==> config.mk <==
export PLATFORM = sky130hd
export DESIGN_NAME = gray_fifo_ctrl_flat
export DESIGN_NICKNAME = d
export VERILOG_FILES = /design/src/rtl/gray_fifo_ctrl_if.sv /design/src/rtl/gray_fifo_ctrl.sv /design/src/flat_wrapper.sv
export SDC_FILE = /design/constraint.sdc
export NUM_CORES = 1
export LEC_CHECK = 0
export ABC_AREA = 1
export CORE_AREA = 4 4 86 88
export CTS_CLUSTER_SIZE = 12
export DETAILED_ROUTE_END_ITERATION = 7
export DIE_AREA = 0 0 90 92
export PLACE_DENSITY_LB_ADDON = 0.1
export REMOVE_ABC_BUFFERS = 1
export SYNTH_ARGS = -nofsm -noshare
export SYNTH_HDL_FRONTEND = slang
export SYNTH_SLANG_ARGS = --single-unit
==> constraint.sdc <==
create_clock -name clk -period 5.07 [get_ports clk]
set_clock_uncertainty 0.1 [all_clocks]
set_input_delay 0.7605 -clock clk [delete_from_list [all_inputs] [get_ports clk]]
set_output_delay 0.7605 -clock clk [all_outputs]
set_load 0.02 [all_outputs]
==> src/rtl/gray_fifo_ctrl_if.sv <==
// gray_fifo_ctrl_if
// Register bus between a host and the gray_fifo_ctrl peripheral.
//   enable : access qualifier, nothing happens while low
//   addr   : 0 DATA, 1 CTRL, 2 STAT, 3 LEVEL
//   write  : write strobe
//   read   : read strobe
//   wdata  : write data
//   rdata  : read data, combinational from addr
//   resp   : error response, valid in the access cycle
// The master modport is the host side and the slave modport is the peripheral side.
interface gray_fifo_ctrl_if #(
  parameter int DATA_W = 8
);
  logic              enable;
  logic [1:0]        addr;
  logic              write;
  logic              read;
  logic [DATA_W-1:0] wdata;
  logic [DATA_W-1:0] rdata;
  logic              resp;

  modport master (
    output enable, addr, write, read, wdata,
    input  rdata, resp
  );

  modport slave (
    input  enable, addr, write, read, wdata,
    output rdata, resp
  );
endinterface

==> src/rtl/gray_fifo_ctrl.sv <==
// gray_fifo_ctrl
// Register-mapped code-conversion FIFO. Every word written to DATA is converted
// before it is stored. Mode 0 converts binary to gray, and mode 1 converts gray to binary.
// Ports:
//   clk   : system clock, rising edge
//   rst_n : asynchronous active-low reset
//   bus   : gray_fifo_ctrl_if.slave register bus (enable/addr/read/write/wdata/rdata/resp)
//   irq   : registered interrupt. This port exists only when GRAY_FIFO_IRQ_EN is defined.
// Register map:
//   0 DATA  : push on write, head and pop on read
//   1 CTRL  : bit0 mode, bit1 clear (self-clearing), bit2 irq_en
//   2 STAT  : bit0 empty, bit1 full, bit2 overflow (W1C), bit3 underflow (W1C), bit4 almost_full
//   3 LEVEL : occupancy 0..DEPTH, read-only
// Optional feature macro: GRAY_FIFO_IRQ_EN
module gray_fifo_ctrl #(
  parameter int DATA_W   = 8,
  parameter int DEPTH    = 8,
  parameter int AF_LEVEL = DEPTH - 2
) (
  input  logic              clk,
  input  logic              rst_n,
  gray_fifo_ctrl_if.slave   bus
`ifdef GRAY_FIFO_IRQ_EN
  ,
  output logic              irq
`endif
);

  localparam int AW = $clog2(DEPTH);
  localparam int PW = AW + 1;
  localparam logic [PW-1:0] AF_THR = PW'(AF_LEVEL);

  logic [DATA_W-1:0] mem [DEPTH];
  logic [PW-1:0]     wp, rp, wp_n, rp_n;
  logic              mode, mode_n;
  logic              ovf, ovf_n, udf, udf_n;
  logic              irq_en, irq_en_n;

  logic              acc, illegal;
  logic              data_wr, data_rd, ctrl_wr, stat_wr;
  logic              push, pop, ovf_set, udf_set;
  logic              is_empty, is_full, af;
  logic [PW-1:0]     level;
  logic [DATA_W-1:0] conv_data;

  function automatic logic [DATA_W-1:0] bin2gray(input logic [DATA_W-1:0] b);
    return b ^ (b >> 1);
  endfunction

  function automatic logic [DATA_W-1:0] gray2bin(input logic [DATA_W-1:0] g);
    logic [DATA_W-1:0] b;
    b[DATA_W-1] = g[DATA_W-1];
    for (int i = DATA_W - 2; i >= 0; i--) b[i] = b[i+1] ^ g[i];
    return b;
  endfunction

  // Decode the access. When read and write are both high, the access is rejected
  // and nothing changes.
  always_comb begin
    acc      = bus.enable && !(bus.read && bus.write);
    illegal  = bus.enable && bus.read && bus.write;
    data_wr  = acc && bus.write && (bus.addr == 2'd0);
    data_rd  = acc && bus.read  && (bus.addr == 2'd0);
    ctrl_wr  = acc && bus.write && (bus.addr == 2'd1);
    stat_wr  = acc && bus.write && (bus.addr == 2'd2);
    is_empty = (wp == rp);
    is_full  = (wp[AW] != rp[AW]) && (wp[AW-1:0] == rp[AW-1:0]);
    level    = wp - rp;
    af       = (level >= AF_THR);
    push     = data_wr && !is_full;
    pop      = data_rd && !is_empty;
    ovf_set  = data_wr && is_full;
    udf_set  = data_rd && is_empty;
    conv_data = mode ? gray2bin(bus.wdata) : bin2gray(bus.wdata);
  end

  // Next-state logic. The irq output is computed from these values so that it
  // follows the state that becomes visible after the edge. A soft clear takes
  // priority over everything except the mode and irq_en fields written in the same access.
  always_comb begin
    wp_n     = wp;
    rp_n     = rp;
    mode_n   = mode;
    ovf_n    = ovf;
    udf_n    = udf;
    irq_en_n = irq_en;
    if (push) wp_n = wp + PW'(1);
    if (pop)  rp_n = rp + PW'(1);
    if (stat_wr && bus.wdata[2]) ovf_n = 1'b0;
    if (stat_wr && bus.wdata[3]) udf_n = 1'b0;
    if (ovf_set) ovf_n = 1'b1;
    if (udf_set) udf_n = 1'b1;
    if (ctrl_wr) begin
      mode_n = bus.wdata[0];
`ifdef GRAY_FIFO_IRQ_EN
      irq_en_n = bus.wdata[2];
`endif
      if (bus.wdata[1]) begin
        wp_n  = '0;
        rp_n  = '0;
        ovf_n = 1'b0;
        udf_n = 1'b0;
      end
    end
  end

  // Pointer, mode and flag registers.
  always_ff @(posedge clk or negedge rst_n) begin
    if (!rst_n) begin
      wp     <= '0;
      rp     <= '0;
      mode   <= 1'b0;
      ovf    <= 1'b0;
      udf    <= 1'b0;
      irq_en <= 1'b0;
    end else begin
      wp     <= wp_n;
      rp     <= rp_n;
      mode   <= mode_n;
      ovf    <= ovf_n;
      udf    <= udf_n;
      irq_en <= irq_en_n;
    end
  end

`ifdef GRAY_FIFO_IRQ_EN
  logic [PW-1:0] level_n;
  logic          irq_n;

  always_comb begin
    level_n = wp_n - rp_n;
    irq_n   = irq_en_n && (ovf_n || udf_n || (level_n >= AF_THR));
  end

  // Interrupt output register.
  always_ff @(posedge clk or negedge rst_n) begin
    if (!rst_n) irq <= 1'b0;
    else        irq <= irq_n;
  end
`endif

  // Storage has no reset. Its contents do not matter until they are written.
  always_ff @(posedge clk) begin
    if (push) mem[wp[AW-1:0]] <= conv_data;
  end

  // Read mux and error response.
  always_comb begin
    bus.rdata = '0;
    unique case (bus.addr)
      2'd0: bus.rdata = is_empty ? '0 : mem[rp[AW-1:0]];
      2'd1: begin
        bus.rdata[0] = mode;
        bus.rdata[2] = irq_en;
      end
      2'd2: bus.rdata[4:0] = {af, udf, ovf, is_full, is_empty};
      2'd3: bus.rdata = DATA_W'(level);
      default: bus.rdata = '0;
    endcase
    bus.resp = illegal || ovf_set || udf_set;
  end

endmodule

==> src/flat_wrapper.sv <==
// flat-port wrapper written by rule: the top's interface ports become plain ports
module gray_fifo_ctrl_flat 
#(
  parameter int DATA_W   = 8,
  parameter int DEPTH    = 8,
  parameter int AF_LEVEL = DEPTH - 2
)
  (clk, rst_n, bus_enable, bus_addr, bus_write, bus_read, bus_wdata, bus_rdata, bus_resp);
  gray_fifo_ctrl_if #(.DATA_W(DATA_W)) bus_i ();
  input  logic clk;
  input  logic rst_n;
  input wire logic [$bits(bus_i.enable)-1:0] bus_enable;
  input wire logic [$bits(bus_i.addr)-1:0] bus_addr;
  input wire logic [$bits(bus_i.write)-1:0] bus_write;
  input wire logic [$bits(bus_i.read)-1:0] bus_read;
  input wire logic [$bits(bus_i.wdata)-1:0] bus_wdata;
  output wire logic [$bits(bus_i.rdata)-1:0] bus_rdata;
  output wire logic [$bits(bus_i.resp)-1:0] bus_resp;
  assign bus_i.enable = bus_enable;
  assign bus_i.addr = bus_addr;
  assign bus_i.write = bus_write;
  assign bus_i.read = bus_read;
  assign bus_i.wdata = bus_wdata;
  assign bus_rdata = bus_i.rdata;
  assign bus_resp = bus_i.resp;
  gray_fifo_ctrl #(.DATA_W(DATA_W), .DEPTH(DEPTH), .AF_LEVEL(AF_LEVEL)) u_core (.clk(clk), .rst_n(rst_n), .bus(bus_i));
endmodule
## Word-level counts from Yosys, hierarchy flattened

Memory sizes are Yosys's and may differ from the RTL's.
Cells that the tools add are included.

- Memories: 1
- Input bits: 15
- Flip-flop bits (word level): 11
- Logic and storage cells: 70
- Bits in latches: 0
- Memory bits (read-only): 0
- Memory bits (writable): 64

- Magnitude comparators: 1
- Bitwise gates (word level): 8
- Shifts and indexed selects: 0
- $add $sub $neg: 3
- Equality and inequality tests: 6
- Mux-type cells: 23
- Reductions and logical operators: 23
- Multipliers: 0
- Divide/modulo/power cells: 0

Memories:

| name | words | width | read ports | clocked after Yosys merged registers in | wr ports | line | RTL |
|---|---|---|---|---|---|---|---|
| u_core.mem | 8 | 8 | 1 | 0 | 1 | gray_fifo_ctrl.sv:33 | `logic [DATA_W-1:0] mem [DEPTH];` |

Operator list:

| kind | number |
|---|---|
| $mux W4 | 6 |
| $logic_and A1 B1 Y1 | 17 |
| $mux W8 | 2 |
| $mux W1 | 10 |
| $add A4 B1 Y4 const B | 2 |
| $pmux W1 S4 | 2 |
| $xor A8 B7 Y8 | 1 |
| $xor A1 B1 Y1 | 7 |
| $pmux W2 S3 | 1 |
| $eq A2 B2 Y1 const B | 2 |
| $eq A4 B4 Y1 | 1 |
| $ge A4 B3 Y1 const B | 1 |
| $sub A4 B4 Y4 | 1 |
| $eq A3 B3 Y1 | 1 |
| $logic_not A1 Y1 | 3 |
| $mux W3 | 1 |
| $pmux W1 S3 | 1 |
| $eq A2 B1 Y1 const B | 1 |
| $logic_not A2 Y1 | 1 |
| $logic_or A1 B1 Y1 | 2 |
| $ne A1 B1 Y1 | 1 |

## Depth between registers and ports, before layout

Gate-level depths: netlist (run 1).

- Depth after elaboration: 10
- Depth in mapped cells: 13
- Gate-level depth less buffers: 11

## Worst setup path before layout (run 1)

No wires, ideal clock.

- Kind: register to register
- Start: register u_core.rp[1]
- End: memory u_core.mem[1][0] (enable)
- Arrival time: 2,166 ps
- Slack: 2,421 ps
- Stages on the path, launching flop included: 11
- Library setup time: 383 ps
- Required time: 4,587 ps
- Period minus slack after synthesis: 2,649 ps
- Path buffers: 1
- Cell sequence: dfrtp_1 > inv_1 > clkbuf_1 > ha_1 > nand3_2 > inv_1 > nand2_2 > nand2_4 > nor2_4 > inv_1 > nor3_1

- Word-level cells in the longest chain between the ends: 6

Ends and longest elaborated chain:

| what | line | RTL |
|---|---|---|
| start, declared | gray_fifo_ctrl.sv:34 | `logic [PW-1:0] wp, rp, wp_n, rp_n;` |
| start signal, assigned | gray_fifo_ctrl.sv:118 | `rp <= rp_n;` |
| $eq A3 B3 Y1 | gray_fifo_ctrl.sv:67 | `is_full = (wp[AW] != rp[AW]) && (wp[AW-1:0] == rp[AW-1:0]);` |
| $logic_and A1 B1 Y1 | gray_fifo_ctrl.sv:67 |  |
| $logic_not A1 Y1 | gray_fifo_ctrl.sv:70 | `push = data_wr && !is_full;` |
| $logic_and A1 B1 Y1 | gray_fifo_ctrl.sv:70 |  |
| $mux W1 | gray_fifo_ctrl.sv:144 | `if (push) mem[wp[AW-1:0]] <= conv_data;` |
| $mux W1 (implied by the code) | gray_fifo_ctrl.sv:144 |  |
| end, declared | gray_fifo_ctrl.sv:33 |  |

No other way between the ends.

## Worst setup path after layout (run 1)

- Start: register u_core.rp[1]
- End: output port bus_rdata[1]

- Word-level cells in the longest chain between the ends: 3
- Elaborated cells between the ends (all ways): 7
- Classes of those cells: 1 x add/sub; 2 x eq/ne; 2 x mux; 1 x reduce/logical; 1 x memory

Ends and longest elaborated chain:

| what | line | RTL |
|---|---|---|
| $mem_v2 Z8 W8, or another cell as far along | -- |  |
| $mux W8 or $logic_and A1 B1 Y1 (tied branches) | gray_fifo_ctrl.sv:151, gray_fifo_ctrl.sv:67 |  |
| $pmux W1 S3 (*) | gray_fifo_ctrl.sv:150 | `unique case (bus.addr)` |
| end, declared | flat_wrapper.sv:17 | `output wire logic [$bits(bus_i.rdata)-1:0] bus_rdata;` |

Every way passes the cells marked *; elsewhere a longest branch is shown, timed or not.

==> flow_summary.json, run 1 <==
{
  "run_status": "complete, no violations",
  "cts-root-to-sink-buffers": 2,
  "average_instance_area_after_synthesis_um2": 10.84,
  "power.density_nw_per_um2": 515.9,
  "yosys_top_cell_area_share_pct": 53.39,
  "maximum_number_of_pins_on_one_net_before_global_route_repair": 37,
  "finalCoreUtilization_pct": 62.67,
  "critical_path_arrival_ps": 3290,
  "routed_wirelength_mm": 7.985,
  "crit_path_max_incr_delay_ps": 750,
  "crit_path_max_fanout": 21,
  "firstDrtPassIters": 4,
  "post_cts_hold_buffer_count": 0,
  "tightestPinTransition_ps": 1050,
  "avgViaCountPerCell": 5.691,
  "launch_instance_of_the_worst_register_to_register_path": "u_core.rp[1]",
  "synthToLayoutAreaGrowth_pct": 15.68,
  "grt_overflow_total": 0,
  "port_buffers": 23,
  "vias_in_the_first_global_route": 2474,
  "hold_start": "u_core.wp[3]",
  "cts_tree": "yes",
  "die-height_um": 92,
  "cts_inserted_buffers": 9,
  "post_synthesis_cells": 332,
  "die_area_um2": 8280,
  "synth-seq-area-share_pct": 61.04,
  "leakage_nw": 1.541,
  "relSlewSlack_pct": 29.29,
  "setup_violating_endpoint_count_in_the_final_report": 0,
  "ant_nets": 0,
  "post-route-period-util_pct": 81.91,
  "critical_path_buf_inv_count": 2,
  "final_layout_size_suffix_gt1_share_pct": 12.95,
  "rr_worst_depth": 9,
  "worstReg2RegEnd": "u_core.mem[4][1]",
  "post_cts.resized_instances": 0,
  "synth.largest_area_cell": "sky130_fd_sc_hd__edfxtp_1",
  "track_usage_pct": 20.39,
  "worst-r2r-setup-slack_ps": 1710,
  "chipWidth_um": 90,
  "synth.area.top_cells": "sky130_fd_sc_hd__edfxtp_1 (53%), sky130_fd_sc_hd__dfrtp_1 (7.6%), sky130_fd_sc_hd__o21ai_0 (6.3%), sky130_fd_sc_hd__nor2_1 (4.6%), sky130_fd_sc_hd__nand2_1 (3.5%)",
  "grt_antenna_before_repair": 0,
  "num_vias": 2521,
  "worstSetupStartpointType": "register",
  "cp_slowest_cell": "sky130_fd_sc_hd__dfrtp_1",
  "drt-wirelength-per-cell_um": 18.02,
  "capturing_element_type_of_the_critical_path": "output port",
  "clkSlewWorstSetupHoldPaths_ps": 80,
  "gpl_wtd_cong": 0.8463,
  "cts.sinks": 75,
  "synthesis.area_um2": 3600,
  "max_cap_violations": 0,
  "criticalPathCategory": "register to output port",
  "floorplan.initialDensity_pct": 54.18,
  "rsz0062_at_grt": "false",
  "power.ir.vdd_worst_mv": 0.4427,
  "whs_endpoint": "u_core.wp[3]",
  "number_of_buffers_added_for_setup_after_cts": 0,
  "detailedRoute.firstIterationViolations": 179,
  "timing.critical_path.required_ps": 4210,
  "hold_viol": 0,
  "num_rows": 30,
  "period_needed_ps": 4153,
  "floorplan.io_pins": 24,
  "cpLargestDelayFamily": "buffers and inverters",
  "core_area_um2": 6644,
  "timing.critical_path.cells": "inv_1 > ha_1 > nand3_2 > nor2_4 > nor2_4 > o211ai_1 > o211ai_1 > clkdlybuf4s50_1",
  "synth-seq-cells": 75,
  "layout.nets": 379,
  "fin_tns_setup_ps": 0,
  "drc_markers": 0,
  "yosys_warnings": 0,
  "first_pass_grt_wire_length_mm": 12.65,
  "n_antenna_cell": 0,
  "clock.fmax_ghz": 0.2408,
  "source_to_sink_clock_delay_at_the_later_pin_of_the_worst_skew_pair_ps": 340,
  "holdCritPathClass": "register to register",
  "cts_root_buf": "sky130_fd_sc_hd__clkbuf_8",
  "half_perimeter_wire_length_after_placement_mm": 5.409,
  "final_max_slew_viol_count": 0,
  "htree_levels": 3,
  "worstHoldPathCells": 1,
  "library_cells_used_by_synthesis": 34
}
placed cells by master (no fill, tap or decap), types with 2 or more instances in the layout:
cell type and n:
sky130_fd_sc_hd__a21oi_1 5, sky130_fd_sc_hd__a21oi_2 4, sky130_fd_sc_hd__buf_4 5, sky130_fd_sc_hd__bufinv_16 3, sky130_fd_sc_hd__clkbuf_8 9, sky130_fd_sc_hd__clkdlybuf4s50_1 23
sky130_fd_sc_hd__clkinv_2 2, sky130_fd_sc_hd__dfrtp_1 11, sky130_fd_sc_hd__edfxtp_1 64, sky130_fd_sc_hd__ha_1 5, sky130_fd_sc_hd__inv_1 27, sky130_fd_sc_hd__inv_2 3
sky130_fd_sc_hd__nand2_1 34, sky130_fd_sc_hd__nand2_4 3, sky130_fd_sc_hd__nand3_1 16, sky130_fd_sc_hd__nand3_2 2, sky130_fd_sc_hd__nor2_1 44, sky130_fd_sc_hd__nor2_4 4
sky130_fd_sc_hd__nor3_1 5, sky130_fd_sc_hd__nor3_2 3, sky130_fd_sc_hd__o211ai_1 9, sky130_fd_sc_hd__o21ai_0 45, sky130_fd_sc_hd__o21ai_1 2, sky130_fd_sc_hd__o221ai_1 4
sky130_fd_sc_hd__o22ai_1 11, sky130_fd_sc_hd__xnor2_1 2, sky130_fd_sc_hd__xor2_1 5
sequential cells by signal, indices dropped and copies added (netlist names):
signal and flops:
u_core.mem 64, u_core.rp 4, u_core.wp 4, u_core.mode 1, u_core.ovf 1, u_core.udf 1
layout make-up:
| type | count | area [um^2] |
|---|---|---|
| repair buffers | 28 | 267.8 |
| well taps | 80 | 100.1 |
| clock inverters | 6 | 111.4 |
| flip-flops and latches | 75 | 2197 |
| clock buffers | 10 | 127.6 |
| fillers | 548 | 2480 |
| multi-input cells | 213 | 1242 |
| inverters | 31 | 117.6 |
Yosys cell counts, drive strengths merged:
cell type / instances
nand4: 1
inv: 30
xnor2: 2
nand3b: 1
ha: 5
o211ai: 9
xor2: 6
o21ai: 48
o22ai: 11
clkbuf: 6
clkinv: 1
nand2: 38
fa: 1
dfrtp: 11
nand3: 19
nor3: 8
edfxtp: 64
buf: 7
a211oi: 1
nor4: 1
or2: 1
o221ai: 4
nor2: 48
a21oi: 9
how the worst max path moves through the flow:
stage	start	to	slack, ps	cells past startpoint
floorplan	u_core.rp[0]	bus_rdata[1]	2240	5
global placement	u_core.rp[1]	bus_rdata[1]	1340	8
detailed placement	u_core.rp[1]	bus_rdata[1]	1300	8
CTS	u_core.rp[1]	bus_rdata[1]	880	8
global route	u_core.rp[1]	bus_rdata[1]	710	8
finish	u_core.rp[1]	bus_rdata[1]	920	8
logic make-up (layout without fill, tap and decap cells):
family,Yosys count,after routing,synth area share (%)
adders and majority gates,6,6,2.294
and+or+nand+nor,117,117,16.09
DFF,75,75,61.04
AOI/OAI and AO/OA,82,82,13.56
buffers and inverters,44,75,4.866
xor gates and xnor gates,8,8,2.155
power by group:
part,leakage (nW),internal [W],switching [W]
Combinational,0.715,0.000283,0.000496
Clock,0.117,0.000328,0.000218
Sequential,0.709,0.000736,0.0000880
per-stage QoR:
step	hold WS, ps	area (um^2)	worst slack, ps	power (W)	instances
after floorplan	364.9	3542	2243	0.001336	319
after detailed placement	412.1	3925	1301	0.001610	427
after CTS	422.7	4164	884.5	0.002159	443
after global routing	441.8	4164	713.1	0.002282	443
after global placement	407.5	3925	1337	0.001605	427
final	426.1	4164	917.3	0.002148	443
per-layer routing:
metal | up-vias | share of wire (%) | global-route usage (%) | wire length [um]
li1 | 1230 | - | - | -
met1 | 1187 | 42 | 25.99 | 3386
met2 | 93 | 48 | 32.48 | 3862
met3 | 11 | 7.7 | 6.071 | 618
met4 | 0 | 1.5 | 8.801 | 117
met5 | - | 0 | 0 | 0
No activity file was read; power rests on OpenSTA's default activity.
==> inputs of run 2 (changes only) <==
- CORE_AREA: 4 4 86 88 -> 4 4 88 90
- DIE_AREA: 0 0 90 92 -> 0 0 92 94
- clock period: 5.07 -> 3.6 ns (I/O delays scaled with it)
==> run 2 against run 1 <==
Against the previous run: core utilization shrank 3.3 points; wire length grew 4.0%; die area grew 4.4%; power grew 36%; hold slack gained 1.5 ps; critical endpoint is now bus_rdata[4]; highest routed layer unchanged.
==> flow_summary.json, run 2 (synthesis results as in run 1) <==
{
  "run_status": "complete, no violations",
  "cts-root-to-sink-buffers": 2,
  "track_usage_pct": 20.66,
  "grt_antenna_before_repair": 0,
  "tightestPinTransition_ps": 977.6,
  "switching_power_w": 0.001138,
  "grt_overflow_total": 0,
  "whs_endpoint": "u_core.wp[3]",
  "first_pass_grt_wire_length_mm": 13.30,
  "rr_worst_depth": 9,
  "p_seq_share_pct": 38.0,
  "number_of_buffers_added_for_setup_after_cts": 0,
  "port_buffers": 23,
  "layout.cells.most_common_list": "sky130_fd_sc_hd__edfxtp_1 (64), sky130_fd_sc_hd__o21ai_0 (45), sky130_fd_sc_hd__nor2_1 (44)",
  "floorplan.io_pins": 24,
  "final_max_slew_viol_count": 0,
  "cts.sinks": 75,
  "n_antenna_cell": 0,
  "rsz0062_at_grt": "false",
  "avgViaCountPerCell": 5.507,
  "drt-wirelength-per-cell_um": 17.70,
  "post-route-period-util_pct": 88.92,
  "post_cts.resized_instances": 0,
  "hold_viol": 0,
  "clock.fmax_ghz": 0.3124,
  "die-height_um": 94,
  "drc_markers": 0,
  "relSlewSlack_pct": 34.14,
  "ant_nets": 0,
  "core_area_um2": 7059,
  "netSwitchingFraction_pct": 38.81,
  "source_to_sink_clock_delay_at_the_later_pin_of_the_worst_skew_pair_ps": 340,
  "layout.nets": 387,
  "htree_levels": 3,
  "worstReg2RegEnd": "u_core.mem[1][1]",
  "fin_tns_setup_ps": 0,
  "worst-r2r-setup-slack_ps": 1380,
  "crit_path_max_fanout": 3,
  "launch_instance_of_the_worst_register_to_register_path": "u_core.wp[1]",
  "power.ir.vdd_worst_mv": 0.3571,
  "setup_violating_endpoint_count_in_the_final_report": 0,
  "layout.cell_area.non_filler_um2": 4192,
  "num_vias": 2583,
  "firstDrtPassIters": 4,
  "max_cap_violations": 0,
  "timing.critical_path.required_ps": 2960,
  "chipWidth_um": 92,
  "number_of_flip_flops_under_the_largest_register_name": 64,
  "cts_inserted_buffers": 9,
  "capturing_element_type_of_the_critical_path": "output port",
  "clkSlewWorstSetupHoldPaths_ps": 80,
  "floorplan.initialDensity_pct": 50.99,
  "comb_power_share_pct": 40.0,
  "routed_wirelength_mm": 8.302,
  "hold_start": "u_core.wp[3]",
  "post_cts_hold_buffer_count": 0,
  "num_rows": 31,
  "gpl_wtd_cong": 0.8317,
  "cts_tree": "yes",
  "final_layout_size_suffix_gt1_share_pct": 14.05,
  "final_common_cell": "sky130_fd_sc_hd__edfxtp_1",
  "cell_internal_pwr_w": 0.001794,
  "criticalPathCategory": "register to output port",
  "holdCritPathClass": "register to register",
  "maximum_number_of_pins_on_one_net_before_global_route_repair": 35,
  "worstSetupStartpointType": "register",
  "detailedRoute.firstIterationViolations": 178,
  "die_area_um2": 8648,
  "cts_root_buf": "sky130_fd_sc_hd__clkbuf_8",
  "power.density_nw_per_um2": 699.5,
  "period_needed_ps": 3201,
  "half_perimeter_wire_length_after_placement_mm": 5.549,
  "critical_path_arrival_ps": 2560,
  "worstHoldPathCells": 1,
  "vias_in_the_first_global_route": 2516,
  "leakage_nw": 1.555,
  "p_clk_share_pct": 22.0,
  "synthToLayoutAreaGrowth_pct": 16.44,
  "postPlaceCellArea_um2": 3994
}
-- run 2: cell type report --
| class | instances | area [um^2] |
|---|---|---|
| clock buffers | 9 | 123.9 |
| inverters | 31 | 117.6 |
| clock inverters | 6 | 73.82 |
| multi-input cells | 213 | 1227 |
| flip-flops and latches | 75 | 2197 |
| repair buffers | 36 | 327.8 |
| well taps | 99 | 123.9 |
| fillers | 627 | 2868 |
-- run 2: worst max path at each step --
stage | cells past startpoint | slack, ps | to | start
after floorplan | 9 | 870 | u_core.mem[1][0] | u_core.rp[1]
after global placement | 6 | 590 | bus_rdata[2] | bus_addr[0]
after detailed placement | 6 | 530 | bus_rdata[2] | bus_addr[0]
after CTS | 9 | 380 | bus_rdata[4] | u_core.wp[0]
after global routing | 9 | 220 | bus_rdata[4] | u_core.wp[0]
final | 9 | 400 | bus_rdata[4] | u_core.wp[0]
-- run 2: per-layer routing --
| metal | track usage [%] | share of wire, % |
|---|---|---|
| met5 | 0 | 0 |
| met3 | 4.087 | 5.0 |
| met1 | 28.31 | 44 |
| met2 | 32.79 | 50 |
| met4 | 7.673 | 1.1 |
-- run 2: through the flow --
step	util (%)	cells	total power, W	setup WS (ps)	hold WS, ps
6_report	59.38	469	0.002932	398.9	427.6
3_3_place_gp	56.58	454	0.002302	585.3	423.7
4_1_cts	59.38	469	0.002956	384.4	436.5
5_1_grt	59.38	469	0.003131	218.2	448.6
3_5_place_dp	56.58	454	0.002316	526.3	423.0
2_1_floorplan	-	319	0.001881	873.8	144.4
-- run 2: critical path: stages, from the launching register on --
cell and delay [ps]:
sky130_fd_sc_hd__dfrtp_1 400, sky130_fd_sc_hd__inv_1 170, sky130_fd_sc_hd__ha_1 170, sky130_fd_sc_hd__inv_1 60, sky130_fd_sc_hd__fa_1 490, sky130_fd_sc_hd__inv_1 50
sky130_fd_sc_hd__o21ai_1 130, sky130_fd_sc_hd__nand2_1 70, sky130_fd_sc_hd__nand2_1 90, sky130_fd_sc_hd__clkdlybuf4s50_1 600
-- run 2: power by group through the flow --
stage	clock, W	combinational [W]	sequential [W]
floorplan	0	0.000717	0.00116
global placement	0	0.00117	0.00113
detailed placement	0	0.00118	0.00113
CTS	0.000656	0.00119	0.00111
global route	0.000697	0.00131	0.00112
finish	0.000644	0.00117	0.00111
